File: src/rtl/pq_drain_reader.sv
// Read-side master for the priority queue core. A start pulse begins a drain.
// Each removed key/data pair is captured and handed downstream over valid/ready.
// Along the way it checks that keys leave in priority order and that every
// remove request is acknowledged in time.
module pq_drain_reader #(
    parameter int KW        = 8,
    parameter int DW        = 8,
    parameter int MIN_FIRST = 1,
    parameter int TIMEOUT   = 64,
    parameter int CNT_W     = 8
) (
    input  logic             clk,
    input  logic             rst_n,
    input  logic             start_i,
    input  logic [CNT_W-1:0] pop_len_i,
    input  logic             pq_empty_i,
    output logic             rm_req_o,
    input  logic             rm_ack_i,
    input  logic [KW-1:0]    rm_key_i,
    input  logic [DW-1:0]    rm_data_i,
    output logic             out_valid_o,
    input  logic             out_ready_i,
    output logic [KW-1:0]    out_key_o,
    output logic [DW-1:0]    out_data_o,
    output logic [CNT_W-1:0] pop_cnt_o,
    output logic             busy_o,
    output logic             done_o,
    output logic             order_err_o,
    output logic             tmo_err_o
);

    localparam int WAIT_W = $clog2(TIMEOUT + 1);
    // Last REQ cycle before a missing ack is declared a timeout.
    localparam logic [WAIT_W-1:0] WAIT_LAST = WAIT_W'(TIMEOUT - 1);

    typedef enum logic [2:0] {
        IDLE,
        CHECK,
        REQ,
        HOLD,
        DONE
    } state_e;

    state_e             state_q, state_d;
    logic [CNT_W-1:0]   len_q, len_d;
    logic [CNT_W-1:0]   pop_cnt_q, pop_cnt_d;
    logic [WAIT_W-1:0]  wait_q, wait_d;
    logic [KW-1:0]      out_key_q, out_key_d;
    logic [DW-1:0]      out_data_q, out_data_d;
    logic [KW-1:0]      last_key_q, last_key_d;
    logic               last_vld_q, last_vld_d;
    logic               order_err_q, order_err_d;
    logic               tmo_err_q, tmo_err_d;
    logic               key_bad;

    // The new key breaks priority order relative to the previously captured one.
    assign key_bad = (MIN_FIRST != 0) ? (rm_key_i < last_key_q)
                                      : (rm_key_i > last_key_q);

    // State and datapath registers; reset aborts a drain at once.
    // NOTE: non-blocking assignments here so every register samples pre-edge values.
    always_ff @(posedge clk or negedge rst_n) begin
        if (!rst_n) begin
            state_q     <= IDLE;
            len_q       <= '0;
            pop_cnt_q   <= '0;
            wait_q      <= '0;
            out_key_q   <= '0;
            out_data_q  <= '0;
            last_key_q  <= '0;
            last_vld_q  <= 1'b0;
            order_err_q <= 1'b0;
            tmo_err_q   <= 1'b0;
        end else begin
            state_q     <= state_d;
            len_q       <= len_d;
            pop_cnt_q   <= pop_cnt_d;
            wait_q      <= wait_d;
            out_key_q   <= out_key_d;
            out_data_q  <= out_data_d;
            last_key_q  <= last_key_d;
            last_vld_q  <= last_vld_d;
            order_err_q <= order_err_d;
            tmo_err_q   <= tmo_err_d;
        end
    end

    // Next-state logic: drain sequencing, capture, order check and timeout.
    always_comb begin
        // NOTE: every _d defaults to its _q first, so no path can infer a latch.
        state_d     = state_q;
        len_d       = len_q;
        pop_cnt_d   = pop_cnt_q;
        wait_d      = wait_q;
        out_key_d   = out_key_q;
        out_data_d  = out_data_q;
        last_key_d  = last_key_q;
        last_vld_d  = last_vld_q;
        order_err_d = order_err_q;
        tmo_err_d   = tmo_err_q;

        case (state_q)
            IDLE: begin
                if (start_i) begin
                    len_d       = pop_len_i;
                    pop_cnt_d   = '0;
                    order_err_d = 1'b0;
                    tmo_err_d   = 1'b0;
                    last_vld_d  = 1'b0;
                    state_d     = CHECK;
                end
            end
            CHECK: begin
                wait_d = '0;
                if (pq_empty_i || ((len_q != '0) && (pop_cnt_q == len_q))) begin
                    state_d = DONE;
                end else begin
                    state_d = REQ;
                end
            end
            REQ: begin
                if (rm_ack_i) begin
                    out_key_d  = rm_key_i;
                    out_data_d = rm_data_i;
                    if (last_vld_q && key_bad) begin
                        order_err_d = 1'b1;
                    end
                    last_key_d = rm_key_i;
                    last_vld_d = 1'b1;
                    state_d    = HOLD;
                end else if (wait_q == WAIT_LAST) begin
                    tmo_err_d = 1'b1;
                    state_d   = DONE;
                end else begin
                    wait_d = wait_q + 1'b1;
                end
            end
            HOLD: begin
                if (out_ready_i) begin
                    // Saturate in drain-all mode; the drain itself keeps going.
                    if (pop_cnt_q != '1) begin
                        pop_cnt_d = pop_cnt_q + 1'b1;
                    end
                    state_d = CHECK;
                end
            end
            DONE:    state_d = IDLE;
            default: state_d = IDLE;
        endcase
    end

    // Handshake outputs decode straight from state so reset drops them immediately.
    assign rm_req_o    = (state_q == REQ);
    assign out_valid_o = (state_q == HOLD);
    assign done_o      = (state_q == DONE);
    assign busy_o      = (state_q != IDLE);
    assign out_key_o   = out_key_q;
    assign out_data_o  = out_data_q;
    assign pop_cnt_o   = pop_cnt_q;
    assign order_err_o = order_err_q;
    assign tmo_err_o   = tmo_err_q;

endmodule

File: config.mk
export PLATFORM = sky130hd
export DESIGN_NAME = pq_drain_reader
export DESIGN_NICKNAME = d
export VERILOG_FILES = /design/src/rtl/pq_drain_reader.sv
export SDC_FILE = /design/constraint.sdc
export NUM_CORES = 1
export LEC_CHECK = 0
export ABC_CLOCK_PERIOD_IN_PS = 2500
export BUFFER_PORTS_ARGS = -buffer_cell sky130_fd_sc_hd__buf_2
export CORE_AREA = 2 2 80 67
export DETAILED_ROUTE_END_ITERATION = 12
export DIE_AREA = 0 0 82 69
export PLACE_DENSITY = 0.74
export SETUP_SLACK_MARGIN = 0.15
export SLEW_MARGIN = 20
export SYNTH_ARGS = -nofsm -noshare
export SYNTH_HDL_FRONTEND = slang
export SYNTH_SLANG_ARGS = --single-unit
File: constraint.sdc
create_clock -name clk -period 2.5 [get_ports clk]
set_clock_uncertainty 0.15 [all_clocks]
set_input_delay 0.25 -clock clk [delete_from_list [all_inputs] [get_ports clk]]
set_output_delay 0.25 -clock clk [all_outputs]
set_load 0.005 [all_outputs]
==> results of run 1 <==
-- worst register-to-register path, stage by stage (launching register included) --
cell and delay, ns:
sky130_fd_sc_hd__dfrtp_1 0.58, sky130_fd_sc_hd__nor3b_2 0.34, sky130_fd_sc_hd__and2_1 0.16, sky130_fd_sc_hd__buf_4 0.26
sky130_fd_sc_hd__mux2_2 0.38
-- layout make-up --
type | count | area share
Inverter | 13 | 0.0174
Tap cell | 62 | 0.0276
Timing Repair Buffer | 65 | 0.123
Sequential cell | 45 | 0.401
Clock buffer | 7 | 0.0307
Multi-Input combinational cell | 168 | 0.401
-- state kept, by name (all words and copies together) (netlist names) --
signal	cells
last_key_q	8
last_vld_q	1
len_q	8
order_err_o	1
out_data_o	8
pop_cnt_o	8
state_q	3
tmo_err_o	1
wait_q	7
-- power breakdown --
group / internal (mW) / leakage [nW] / total (mW) / switching [mW]
Sequential: 0.985 / 0.579 / 1.23 / 0.249
Clock: 0.219 / 0.0443 / 0.444 / 0.225
Combinational: 0.541 / 0.771 / 1.12 / 0.575
-- logic make-up after synthesis --
group | count (synthesis) | synth area share
AOI/OAI and AO/OA | 41 | 0.124
xor gates and xnor gates | 12 | 0.0444
adders and majority gates | 9 | 0.0476
buffers and inverters | 24 | 0.0481
DFF | 45 | 0.476
muxes | 12 | 0.0555
and+or+nand+nor | 94 | 0.205
-- final timing paths --
kind	from	end	slack, ns
worst max-delay path	state_q[1]	out_data_o[6]	0.52
worst min-delay path	pop_len_i[0]	len_q[0]	0.003
worst max register to register	state_q[1]	out_data_o[6]	0.52
worst min register to register	order_err_o	order_err_o	0.35
max in group asynchronous	rst_n	last_key_q[3]	1.25
min in group asynchronous	rst_n	pop_cnt_o[5]	0.25
-- per-layer routing --
layer	up-vias	GRT usage	wire length (µm)
met1	865	0.258	2210
met2	47	0.293	2330
met3	7	0.0445	247
li1	942	-	-
met5	-	0	0
met4	0	0.0500	51
-- cells in the final DEF, fill, tap and decap left out, drive strengths merged, types with 4 or more instances in the layout --
master  count
xnor2       5
ha          9
mux2        9
nor3        5
nand2      46
nor2       12
nand3      10
inv        13
dfrtp      45
a21oi      10
o21ai      13
clkbuf      7
xor2        7
nand2b      4
buf        63
-- what timing repair did --
action                    4_1_cts  5_1_grt
hold buffers                    2        0
hold endpoints to repair       16        0
buffers inserted                0        0
==> flow_results.xml, run 1 <==
<?xml version="1.0" encoding="UTF-8"?>
<metrics>
  <group name="critical_path">
    <metric name="path_depth" unit="">4</metric>
    <metric name="timing.reg2reg.worst_path_depth" unit="">4</metric>
    <metric name="crit_required" unit="ns">2.53</metric>
    <metric name="worst_path_max_delay_cell" unit="">sky130_fd_sc_hd__dfrtp_1</metric>
    <metric name="cp_startpoint_kind" unit="">flip-flop</metric>
    <metric name="critical_path.max_fanout" unit="">25</metric>
    <metric name="worst-path-buf-inv" unit="">1</metric>
    <metric name="timing.critical_path.slowest_cell_delay" unit="ns">0.58</metric>
    <metric name="setup.worst_path.class" unit="">flip-flop to flip-flop</metric>
    <metric name="crit_arrival" unit="ns">2.01</metric>
    <metric name="crit_path_end_kind" unit="">flip-flop</metric>
    <metric name="top_family_by_delay_on_critical_path" unit="">flip-flops</metric>
    <metric name="cp_cell_sequence" unit="">nor3b_2 -&gt; and2_1 -&gt; buf_4 -&gt; mux2_2</metric>
  </group>
  <group name="synth">
    <metric name="yosys-top-cells-area" unit="">sky130_fd_sc_hd__dfrtp_1 48%, sky130_fd_sc_hd__nand2_1 7.1%, sky130_fd_sc_hd__ha_1 4.8%</metric>
    <metric name="yosysTopAreaCell" unit="">sky130_fd_sc_hd__dfrtp_1</metric>
    <metric name="post_synth_inst_count" unit="">237</metric>
    <metric name="asyncSetResetFlopFracSynth" unit="">1.00</metric>
    <metric name="synth_top_area_share" unit="">0.476</metric>
    <metric name="synth.cell_area" unit="µm²">2370</metric>
    <metric name="ys_types" unit="">49</metric>
    <metric name="postSynthNetCount" unit="">276</metric>
    <metric name="synth_seq_cells" unit="">45</metric>
    <metric name="synth.top_cells.by_count" unit="">45 x sky130_fd_sc_hd__dfrtp_1, 45 x sky130_fd_sc_hd__nand2_1, 13 x sky130_fd_sc_hd__inv_1, 12 x sky130_fd_sc_hd__o21ai_0</metric>
    <metric name="synth_warnings" unit="">0</metric>
    <metric name="ys.flop_type" unit="">sky130_fd_sc_hd__dfrtp_1</metric>
    <metric name="seq_area_frac_synth" unit="">0.476</metric>
    <metric name="post_synth_edffs" unit="">0</metric>
    <metric name="post_syn_area_per_cell" unit="µm²">9.98</metric>
  </group>
  <group name="global_routing">
    <metric name="global_route.overflow_total" unit="">0</metric>
    <metric name="grt_max_degree" unit="">31</metric>
    <metric name="grt_usage" unit="">0.187</metric>
    <metric name="antenna_found_initial" unit="">0</metric>
    <metric name="grt_pass1_wl" unit="µm">8280</metric>
    <metric name="first_global_vias" unit="">1843</metric>
  </group>
  <group name="sta">
    <metric name="timing.setup.tns" unit="ns">0</metric>
    <metric name="worstMarginPinSlew" unit="ns">0.676</metric>
    <metric name="layout_min_cycle_time" unit="ns">1.98</metric>
    <metric name="setup_ws" unit="ns">0.520</metric>
    <metric name="report.final.hold_viol_count" unit="">0</metric>
    <metric name="rsz_0062_raised_after_global_routing" unit="">no</metric>
    <metric name="final_hold_slack" unit="ns">0.00251</metric>
    <metric name="timing.final.crit_share" unit="">0.792</metric>
    <metric name="slew_viol_final" unit="">0</metric>
    <metric name="timing.max_slew.rel_slack" unit="">0.546</metric>
    <metric name="finalSetupViolations" unit="">0</metric>
    <metric name="achievable-frequency" unit="MHz">505</metric>
  </group>
  <group name="clocking">
    <metric name="post_cts.resized_instances" unit="">0</metric>
    <metric name="cts_root_buf" unit="">sky130_fd_sc_hd__clkbuf_8</metric>
    <metric name="clock_transition_at_the_registers_of_the_reported_paths" unit="ns">0.08</metric>
    <metric name="tritoncts_buffers" unit="">5</metric>
    <metric name="clk_path_buf_depth" unit="">2</metric>
    <metric name="worstSkewPairLatency" unit="ns">0.29</metric>
    <metric name="cts_num_sinks" unit="">45</metric>
    <metric name="h-tree-depth" unit="">2</metric>
    <metric name="tritoncts" unit="">done</metric>
  </group>
  <group name="power">
    <metric name="vdd.ir_drop.worst" unit="V">0.000527</metric>
    <metric name="power_density" unit="nW/µm²">994</metric>
    <metric name="overall_power_after_layout" unit="mW">2.79</metric>
    <metric name="static-leakage-power" unit="nW">1.39</metric>
  </group>
  <group name="cells_and_area">
    <metric name="multiInputGateArea" unit="µm²">1130</metric>
    <metric name="flow.area_growth_from_synthesis" unit="%">18.8</metric>
    <metric name="post_route_cells_drive_above_1_share" unit="">0.309</metric>
    <metric name="sequential_cell_area" unit="µm²">1130</metric>
    <metric name="layout.filler_cells" unit="">436</metric>
    <metric name="postLayoutCellArea" unit="µm²">2810</metric>
    <metric name="antenna_diode_count" unit="">0</metric>
    <metric name="finalNetCount" unit="">337</metric>
    <metric name="final_util" unit="">0.581</metric>
    <metric name="post_layout_nonfiller_instances" unit="">360</metric>
  </group>
  <group name="status">
    <metric name="status" unit="">finished clean</metric>
  </group>
  <group name="drt">
    <metric name="drt-pass1-iter-count" unit="">4</metric>
    <metric name="ant_nets" unit="">0</metric>
    <metric name="via_per_inst" unit="">5.17</metric>
    <metric name="wl" unit="µm">4840</metric>
    <metric name="via_count_of_the_routed_design" unit="">1861</metric>
    <metric name="drcViolationCount" unit="">0</metric>
    <metric name="dr.first_iter.drc_count" unit="">55</metric>
    <metric name="routedWlPerCell" unit="µm">13.5</metric>
  </group>
  <group name="hold_path">
    <metric name="hold_path_class" unit="">input pin to flip-flop</metric>
    <metric name="holdPathStages" unit="">3</metric>
  </group>
  <group name="place">
    <metric name="globalplace.congestion" unit="">0.869</metric>
    <metric name="place_ws" unit="ns">0.534</metric>
    <metric name="detailedPlacementHpwl" unit="µm">3720</metric>
    <metric name="placed_area" unit="µm²">2700</metric>
    <metric name="io_buffer_count" unit="">59</metric>
    <metric name="placedCellCount" unit="">351</metric>
  </group>
  <group name="die">
    <metric name="chipHeight" unit="µm">69</metric>
    <metric name="floorplan.initialDensity" unit="">0.489</metric>
    <metric name="floorplan.die_area" unit="µm²">5660</metric>
    <metric name="width_of_the_die" unit="µm">82</metric>
    <metric name="placeableCoreArea" unit="µm²">4830</metric>
    <metric name="std_cell_rows" unit="">23</metric>
    <metric name="pin_count" unit="">60</metric>
  </group>
  <group name="flow_run">
    <metric name="maxCapViolCount" unit="">0</metric>
  </group>
</metrics>
No activity file was read; power rests on OpenSTA's default activity.
==> run 2, diff against run 1 <==
--- a/config.mk
+++ b/config.mk
@@ -5,11 +5,12 @@
 export SDC_FILE = /design/constraint.sdc
 export NUM_CORES = 1
 export LEC_CHECK = 0
-export ABC_CLOCK_PERIOD_IN_PS = 2500
+export ABC_AREA = 1
+export ABC_CLOCK_PERIOD_IN_PS = 1750
 export BUFFER_PORTS_ARGS = -buffer_cell sky130_fd_sc_hd__buf_2
-export CORE_AREA = 2 2 80 67
+export CORE_AREA = 2 2 83 69
 export DETAILED_ROUTE_END_ITERATION = 12
-export DIE_AREA = 0 0 82 69
+export DIE_AREA = 0 0 85 71
 export PLACE_DENSITY = 0.74
 export SETUP_SLACK_MARGIN = 0.15
 export SLEW_MARGIN = 20
==> constraint.sdc (replaced) <==
create_clock -name clk -period 1.75 [get_ports clk]
set_clock_uncertainty 0.15 [all_clocks]
set_input_delay 0.175 -clock clk [delete_from_list [all_inputs] [get_ports clk]]
set_output_delay 0.175 -clock clk [all_outputs]
set_load 0.005 [all_outputs]
==> run 2 against run 1 <==
  * Cell area grew 28%
  * Setup slack worse by 0.45 ns
  * Combinational power is 130% higher
  * Critical path type unchanged
  * Largest cell class is now multi-input combinational cells
  * Largest power group is now combinational logic
==> flow_results.xml, run 2 <==
<?xml version="1.0" encoding="UTF-8"?>
<metrics>
  <group name="status">
    <metric name="status" unit="">finished clean</metric>
  </group>
  <group name="critical_path">
    <metric name="cp_startpoint_kind" unit="">flip-flop</metric>
    <metric name="timing.reg2reg.worst_path_depth" unit="">8</metric>
    <metric name="critical_path.max_fanout" unit="">6</metric>
    <metric name="crit_arrival" unit="ns">1.72</metric>
    <metric name="crit_path_end_kind" unit="">flip-flop</metric>
    <metric name="setup.worst_path.class" unit="">flip-flop to flip-flop</metric>
    <metric name="crit_required" unit="ns">1.80</metric>
  </group>
  <group name="sta">
    <metric name="finalSetupViolations" unit="">0</metric>
    <metric name="timing.final.crit_share" unit="">0.958</metric>
    <metric name="achievable-frequency" unit="MHz">597</metric>
    <metric name="worstMarginPinSlew" unit="ns">0.492</metric>
    <metric name="final_hold_slack" unit="ns">0.0639</metric>
    <metric name="report.final.hold_viol_count" unit="">0</metric>
    <metric name="slew_viol_final" unit="">0</metric>
    <metric name="timing.max_slew.rel_slack" unit="">0.672</metric>
    <metric name="rsz_0062_raised_after_global_routing" unit="">yes</metric>
    <metric name="timing.setup.tns" unit="ns">0</metric>
    <metric name="layout_min_cycle_time" unit="ns">1.68</metric>
  </group>
  <group name="synth">
    <metric name="postSynthNetCount" unit="">340</metric>
    <metric name="seq_area_frac_synth" unit="">0.468</metric>
    <metric name="ys_types" unit="">26</metric>
    <metric name="yosys-top-cells-area" unit="">sky130_fd_sc_hd__dfrtp_1 47%, sky130_fd_sc_hd__nand2_1 17%, sky130_fd_sc_hd__inv_1 5.8%</metric>
    <metric name="synth_warnings" unit="">0</metric>
    <metric name="synth_seq_cells" unit="">45</metric>
    <metric name="synth_top_area_share" unit="">0.468</metric>
    <metric name="post_synth_inst_count" unit="">301</metric>
    <metric name="asyncSetResetFlopFracSynth" unit="">1.00</metric>
    <metric name="synth.cell_area" unit="µm²">2410</metric>
    <metric name="yosysTopAreaCell" unit="">sky130_fd_sc_hd__dfrtp_1</metric>
    <metric name="synth.top_cells.by_count" unit="">107 x sky130_fd_sc_hd__nand2_1, 45 x sky130_fd_sc_hd__dfrtp_1, 37 x sky130_fd_sc_hd__inv_1, 19 x sky130_fd_sc_hd__nor2_1, 15 x sky130_fd_sc_hd__o21ai_0</metric>
    <metric name="yosysMostFrequentCell" unit="">sky130_fd_sc_hd__nand2_1</metric>
    <metric name="ys.flop_type" unit="">sky130_fd_sc_hd__dfrtp_1</metric>
    <metric name="post_syn_area_per_cell" unit="µm²">7.99</metric>
    <metric name="post_synth_edffs" unit="">0</metric>
  </group>
  <group name="global_routing">
    <metric name="global_route.overflow_total" unit="">0</metric>
    <metric name="antenna_found_initial" unit="">0</metric>
    <metric name="first_global_vias" unit="">2254</metric>
    <metric name="grt_usage" unit="">0.212</metric>
    <metric name="grt_max_degree" unit="">26</metric>
    <metric name="grt_pass1_wl" unit="µm">10300</metric>
  </group>
  <group name="drt">
    <metric name="ant_nets" unit="">0</metric>
    <metric name="dr_wl_met2" unit="µm">3560</metric>
    <metric name="top_signal_layer_used" unit="">met4</metric>
    <metric name="routedWlPerCell" unit="µm">14.2</metric>
    <metric name="drt-pass1-iter-count" unit="">4</metric>
    <metric name="via_count_of_the_routed_design" unit="">2444</metric>
    <metric name="dr.first_iter.drc_count" unit="">138</metric>
    <metric name="via_per_inst" unit="">4.98</metric>
    <metric name="route.layer.met1.wl" unit="µm">2910</metric>
    <metric name="met3_length" unit="µm">355</metric>
    <metric name="drcViolationCount" unit="">0</metric>
    <metric name="wl" unit="µm">6990</metric>
  </group>
  <group name="clocking">
    <metric name="cts_root_buf" unit="">sky130_fd_sc_hd__clkbuf_8</metric>
    <metric name="tritoncts_buffers" unit="">5</metric>
    <metric name="clk_path_buf_depth" unit="">2</metric>
    <metric name="cts_num_sinks" unit="">45</metric>
    <metric name="clock_transition_at_the_registers_of_the_reported_paths" unit="ns">0.10</metric>
    <metric name="tritoncts" unit="">done</metric>
    <metric name="worstSkewPairLatency" unit="ns">0.30</metric>
    <metric name="h-tree-depth" unit="">2</metric>
  </group>
  <group name="cells_and_area">
    <metric name="layout.filler_cells" unit="">387</metric>
    <metric name="flow.area_growth_from_synthesis" unit="%">50.0</metric>
    <metric name="postLayoutCellArea" unit="µm²">3610</metric>
    <metric name="mostFrequentLayoutCells" unit="">102 x sky130_fd_sc_hd__nand2_1, 57 x sky130_fd_sc_hd__buf_2, 44 x sky130_fd_sc_hd__dfrtp_1</metric>
    <metric name="finalNetCount" unit="">464</metric>
    <metric name="post_route_cells_drive_above_1_share" unit="">0.362</metric>
    <metric name="layout_commonest_cell" unit="">sky130_fd_sc_hd__nand2_1</metric>
    <metric name="antenna_diode_count" unit="">0</metric>
    <metric name="final_util" unit="">0.687</metric>
  </group>
  <group name="die">
    <metric name="pin_count" unit="">60</metric>
    <metric name="floorplan.initialDensity" unit="">0.458</metric>
    <metric name="width_of_the_die" unit="µm">85</metric>
    <metric name="placeableCoreArea" unit="µm²">5260</metric>
    <metric name="chipHeight" unit="µm">71</metric>
    <metric name="std_cell_rows" unit="">24</metric>
    <metric name="floorplan.die_area" unit="µm²">6040</metric>
  </group>
  <group name="place">
    <metric name="globalplace.congestion" unit="">0.861</metric>
    <metric name="detailedPlacementHpwl" unit="µm">4120</metric>
    <metric name="io_buffer_count" unit="">59</metric>
    <metric name="placed_area" unit="µm²">2860</metric>
  </group>
  <group name="power">
    <metric name="power_density" unit="nW/µm²">1370</metric>
    <metric name="vdd.ir_drop.worst" unit="V">0.000766</metric>
    <metric name="overall_power_after_layout" unit="mW">4.94</metric>
    <metric name="static-leakage-power" unit="nW">1.96</metric>
  </group>
  <group name="hold_path">
    <metric name="hold_path_class" unit="">input pin to flip-flop</metric>
    <metric name="holdPathStages" unit="">4</metric>
  </group>
  <group name="flow_run">
    <metric name="maxCapViolCount" unit="">0</metric>
  </group>
</metrics>
## run 2: changes by cell type in the layout (fill, tap and decap cells not counted), moves of 7 or more
| cell | previous run | this run |
|---|---|---|
| sky130_fd_sc_hd__buf_4 | 4 | 34 |
| sky130_fd_sc_hd__dlygate4sd3_1 | 2 | 23 |
| sky130_fd_sc_hd__inv_1 | 13 | 30 |
| sky130_fd_sc_hd__inv_2 | 0 | 8 |
| sky130_fd_sc_hd__mux2_2 | 9 | 0 |
| sky130_fd_sc_hd__nand2_1 | 45 | 102 |
| sky130_fd_sc_hd__nand2_4 | 0 | 7 |
| sky130_fd_sc_hd__nor2_1 | 10 | 17 |
## run 2: stage by stage
step	instances	setup slack [ns]
after floorplan	301	0.187
after global placement	433	0.0623
after detailed placement	433	0.00558
after CTS	476	0.161
after global routing	491	0.0174
final	491	0.0742
## run 2: path summary, 6_finish.rpt
| path | startpoint | end | slack (ns) |
|---|---|---|---|
| hold reg to reg | out_data_o[4] | out_data_o[4] | 0.32 |
| max in group asynchronous | rst_n | state_q[2] | 0.72 |
| setup reg to reg | state_q[1] | pop_cnt_o[1] | 0.07 |
| setup / recovery | state_q[1] | pop_cnt_o[1] | 0.07 |
| min in group asynchronous | rst_n | last_key_q[0] | 0.22 |
| hold / removal | pq_empty_i | state_q[1] | 0.06 |
## run 2: cell type report
| type | count | area, µm² | share of cell area |
|---|---|---|---|
| clock buffer | 6 | 82.6 | 0.0229 |
| sequential | 45 | 1130 | 0.312 |
| inverter | 40 | 155 | 0.0430 |
| timing repair buffer | 122 | 872 | 0.242 |
| clock inverter | 2 | 17.5 | 0.00485 |
| tap | 65 | 81.3 | 0.0225 |
| multi-input combinational | 211 | 1270 | 0.353 |
## run 2: per-layer routing
| metal | track usage | vias to the layer above |
|---|---|---|
| li1 | - | 1184 |
| met1 | 0.277 | 1169 |
| met2 | 0.354 | 71 |
| met3 | 0.0502 | 20 |
| met4 | 0.0617 | 0 |
| met5 | 0 | - |
## run 2: what timing repair did
action / 4_1_cts / 5_1_grt
setup buffers: 10 / 15
gates resized for setup: 17 / 37
pin swaps: 6 / 17
hold endpoints to repair: 44 / 0
setup endpoints to repair: 18 / 33
hold buffers: 25 / 0
## run 2: power breakdown
group	total [mW]	switching (mW)	leakage, nW	internal [mW]
sequential	1.68	0.290	0.583	1.39
clock	0.708	0.380	0.0518	0.328
combinational	2.55	1.40	1.33	1.15
## run 2: logic make-up after synthesis
logic type,Yosys count,synth area share
flip-flops,45,0.468
adder cells (fa/ha/maj),9,0.0468
buffers and inverters,45,0.0754
AND/OR/NAND/NOR,160,0.294
AO/OA/AOI/OAI,29,0.0686
XOR/XNOR,13,0.0473
## run 2: worst max-delay path, stage by stage, from the launching register on
cell and delay (ns):
sky130_fd_sc_hd__dfrtp_1 0.37, sky130_fd_sc_hd__inv_1 0.13, sky130_fd_sc_hd__nor3_4 0.30, sky130_fd_sc_hd__inv_2 0.09
sky130_fd_sc_hd__nand2_2 0.11, sky130_fd_sc_hd__nand3_4 0.13, sky130_fd_sc_hd__buf_4 0.16, sky130_fd_sc_hd__nand2_1 0.07
sky130_fd_sc_hd__o21ai_2 0.06
==> run 3, diff against run 2 <==
--- a/config.mk
+++ b/config.mk
@@ -5,13 +5,12 @@
 export SDC_FILE = /design/constraint.sdc
 export NUM_CORES = 1
 export LEC_CHECK = 0
-export ABC_AREA = 1
 export ABC_CLOCK_PERIOD_IN_PS = 1750
 export BUFFER_PORTS_ARGS = -buffer_cell sky130_fd_sc_hd__buf_2
-export CORE_AREA = 2 2 83 69
+export CORE_AREA = 2 2 82 68
 export DETAILED_ROUTE_END_ITERATION = 12
-export DIE_AREA = 0 0 85 71
-export PLACE_DENSITY = 0.74
+export DIE_AREA = 0 0 84 70
+export PLACE_DENSITY = 0.75
 export SETUP_SLACK_MARGIN = 0.15
 export SLEW_MARGIN = 20
 export SYNTH_ARGS = -nofsm -noshare
==> run 3 against run 2 <==
  * The run now ends with negative setup slack left
  * Non-clock buffer count increased by 25
  * Register-to-register slack got worse by 0.14 ns
  * Wire length increased by 16%
  * Cell area increased by 12%
  * Combinational power increased by 27%
  * Hold slack got worse by 0.054 ns
  * Final cell count decreased by 9.2%
  * Sequential share of layout area decreased by 3.2 points
  * Die area decreased by 2.6%
  * Critical path type unchanged
==> flow_results.xml, run 3 (synthesis gave the netlist of run 1 again) <==
<?xml version="1.0" encoding="UTF-8"?>
<metrics>
  <group name="power">
    <metric name="vdd.ir_drop.worst" unit="V">0.000893</metric>
    <metric name="sequentialPowerShare" unit="">0.307</metric>
    <metric name="p_int" unit="mW">3.63</metric>
    <metric name="clock_power_share" unit="">0.142</metric>
    <metric name="static-leakage-power" unit="nW">1.96</metric>
    <metric name="switchingPower" unit="mW">2.23</metric>
    <metric name="p_comb_frac" unit="">0.551</metric>
    <metric name="switching_share" unit="">0.381</metric>
    <metric name="power_density" unit="nW/µm²">1450</metric>
  </group>
  <group name="place">
    <metric name="globalplace.congestion" unit="">0.821</metric>
    <metric name="place_ws" unit="ns">-0.107</metric>
    <metric name="placed_area" unit="µm²">3070</metric>
    <metric name="io_buffer_count" unit="">59</metric>
    <metric name="detailedPlacementHpwl" unit="µm">4320</metric>
  </group>
  <group name="clocking">
    <metric name="tritoncts" unit="">done</metric>
    <metric name="clk_path_buf_depth" unit="">2</metric>
    <metric name="h-tree-depth" unit="">2</metric>
    <metric name="cts_num_sinks" unit="">45</metric>
    <metric name="worstSkewPairLatency" unit="ns">0.30</metric>
    <metric name="tritoncts_buffers" unit="">5</metric>
    <metric name="cts_root_buf" unit="">sky130_fd_sc_hd__clkbuf_8</metric>
    <metric name="clock_transition_at_the_registers_of_the_reported_paths" unit="ns">0.08</metric>
  </group>
  <group name="global_routing">
    <metric name="global_route.overflow_total" unit="">0</metric>
    <metric name="first_global_vias" unit="">2456</metric>
    <metric name="grt_max_degree" unit="">28</metric>
    <metric name="grt_pass1_wl" unit="µm">11500</metric>
    <metric name="grt_usage" unit="">0.245</metric>
    <metric name="antenna_found_initial" unit="">0</metric>
  </group>
  <group name="drt">
    <metric name="via_per_inst" unit="">5.40</metric>
    <metric name="via_count_of_the_routed_design" unit="">2409</metric>
    <metric name="drcViolationCount" unit="">0</metric>
    <metric name="ant_nets" unit="">0</metric>
    <metric name="routedWlPerCell" unit="µm">18.2</metric>
    <metric name="wl" unit="µm">8120</metric>
    <metric name="drt-pass1-iter-count" unit="">4</metric>
    <metric name="dr.first_iter.drc_count" unit="">97</metric>
  </group>
  <group name="sta">
    <metric name="achievable-frequency" unit="MHz">551</metric>
    <metric name="finalSetupViolations" unit="">9</metric>
    <metric name="layout_min_cycle_time" unit="ns">1.82</metric>
    <metric name="setup_ws" unit="ns">-0.0660</metric>
    <metric name="slew_viol_final" unit="">0</metric>
    <metric name="rsz_0062_raised_after_global_routing" unit="">yes</metric>
    <metric name="final_hold_slack" unit="ns">0.00957</metric>
    <metric name="timing.max_slew.rel_slack" unit="">0.675</metric>
    <metric name="worstMarginPinSlew" unit="ns">0.487</metric>
    <metric name="timing.final.crit_share" unit="">1.04</metric>
    <metric name="report.final.hold_viol_count" unit="">0</metric>
  </group>
  <group name="cells_and_area">
    <metric name="post_route_cells_drive_above_1_share" unit="">0.525</metric>
    <metric name="flow.area_growth_from_synthesis" unit="%">71.0</metric>
    <metric name="antenna_diode_count" unit="">0</metric>
    <metric name="layout_commonest_cell" unit="">sky130_fd_sc_hd__buf_2</metric>
    <metric name="final_util" unit="">0.779</metric>
    <metric name="postLayoutCellArea" unit="µm²">4050</metric>
    <metric name="finalNetCount" unit="">419</metric>
    <metric name="mostFrequentLayoutCells" unit="">57 x sky130_fd_sc_hd__buf_2, 43 x sky130_fd_sc_hd__buf_4, 39 x sky130_fd_sc_hd__dfrtp_1</metric>
  </group>
  <group name="flow_run">
    <metric name="maxCapViolCount" unit="">0</metric>
  </group>
  <group name="critical_path">
    <metric name="worst_path_max_delay_cell" unit="">sky130_fd_sc_hd__dfrtp_2</metric>
    <metric name="crit_path_end_kind" unit="">flip-flop</metric>
    <metric name="crit_required" unit="ns">1.79</metric>
    <metric name="setup.worst_path.class" unit="">flip-flop to flip-flop</metric>
    <metric name="cp_startpoint_kind" unit="">flip-flop</metric>
    <metric name="timing.reg2reg.worst_path_depth" unit="">6</metric>
    <metric name="critical_path.max_fanout" unit="">6</metric>
    <metric name="timing.rr.start" unit="">state_q[2]</metric>
    <metric name="cp_cell_sequence" unit="">buf_12 -&gt; nor3_4 -&gt; nand2_4 -&gt; a2111oi_4 -&gt; xnor2_1 -&gt; nor2_2</metric>
    <metric name="crit_arrival" unit="ns">1.85</metric>
    <metric name="timing.critical_path.slowest_cell_delay" unit="ns">0.45</metric>
    <metric name="worst_setup_sp" unit="">state_q[2]</metric>
  </group>
  <group name="hold_path">
    <metric name="timing.hold.worst.start" unit="">start_i</metric>
    <metric name="holdPathStages" unit="">3</metric>
    <metric name="hold_path_class" unit="">input pin to flip-flop</metric>
  </group>
  <group name="die">
    <metric name="chipHeight" unit="µm">70</metric>
    <metric name="width_of_the_die" unit="µm">84</metric>
    <metric name="std_cell_rows" unit="">24</metric>
    <metric name="floorplan.die_area" unit="µm²">5880</metric>
    <metric name="floorplan.initialDensity" unit="">0.455</metric>
    <metric name="pin_count" unit="">60</metric>
    <metric name="placeableCoreArea" unit="µm²">5190</metric>
  </group>
  <group name="status">
    <metric name="failed_checks" unit="">negative setup slack</metric>
    <metric name="status" unit="">finished, violations left</metric>
  </group>
</metrics>
==> run 3: cell count changes in the layout (fill, tap and decap cells not counted), sizes merged, moves of 4 or more <==
| cell | before | now |
|---|---|---|
| buf | 97 | 121 |
| inv | 41 | 13 |
| mux2 | 0 | 9 |
| nand2 | 115 | 46 |
| nand2b | 0 | 4 |
| nor2 | 22 | 12 |
| o21ai | 19 | 13 |
==> run 3: cell type report <==
cell class | instances | area, µm²
clock buffers | 7 | 86.3
clock inverters | 1 | 30.0
fillers | 291 | 1150
inverters | 13 | 51.3
multi-input cells | 168 | 1470
flip-flops and latches | 45 | 1130
well taps | 65 | 81.3
repair buffers | 147 | 1190
==> run 3: layer usage <==
metal  track usage  wire length (µm)  vias up
met4        0.0968               206        0
li1              -                 -     1105
met5             0                 0        -
met1         0.294              3170     1222
met2         0.432              4490       61
met3        0.0520               252       21
==> run 3: final timing paths <==
path | slack (ns) | end
max | -0.07 | pop_cnt_o[7]
min | 0.01 | state_q[0]
max reg2reg | -0.07 | pop_cnt_o[7]
min reg2reg | 0.37 | out_data_o[4]
max in group asynchronous | 0.71 | pop_cnt_o[3]
min in group asynchronous | 0.21 | last_key_q[2]
==> run 3: metrics by stage <==
stage	std cells	total power [mW]	TNS, ns
3_5_place_dp	384	3.86	-0.514
2_1_floorplan	237	3.02	0
6_report	446	5.86	-0.342
4_1_cts	431	5.16	-0.102
5_1_grt	446	6.17	-1.41
3_3_place_gp	384	3.77	-0.0275
==> run 3: power by group through the flow <==
stage / Sequential [mW] / Combinational (mW) / Clock [mW]
global placement: 1.73 / 2.03 / 0
floorplan: 1.69 / 1.33 / 0
global route: 1.84 / 3.45 / 0.876
detailed placement: 1.75 / 2.11 / 0
CTS: 1.74 / 2.59 / 0.827
finish: 1.80 / 3.23 / 0.829
==> run 3: repair_timing <==
item | 4_1_cts | 5_1_grt
gates cloned | 1 | 1
setup endpoints to repair | 35 | 48
setup buffers | 13 | 14
hold buffers | 25 | 0
resized for setup | 45 | 47
endpoints found under the hold margin | 42 | 0
pin swaps | 21 | 24
==> run 3: critical path: cells and delay by family (launching register included) <==
| kind | cells | cell delay [ns] |
|---|---|---|
| buffers and inverters | 1 | 0.14 |
| AOI/OAI and AO/OA | 1 | 0.41 |
| xor gates and xnor gates | 1 | 0.19 |
| DFF | 1 | 0.45 |
| and+or+nand+nor | 3 | 0.36 |
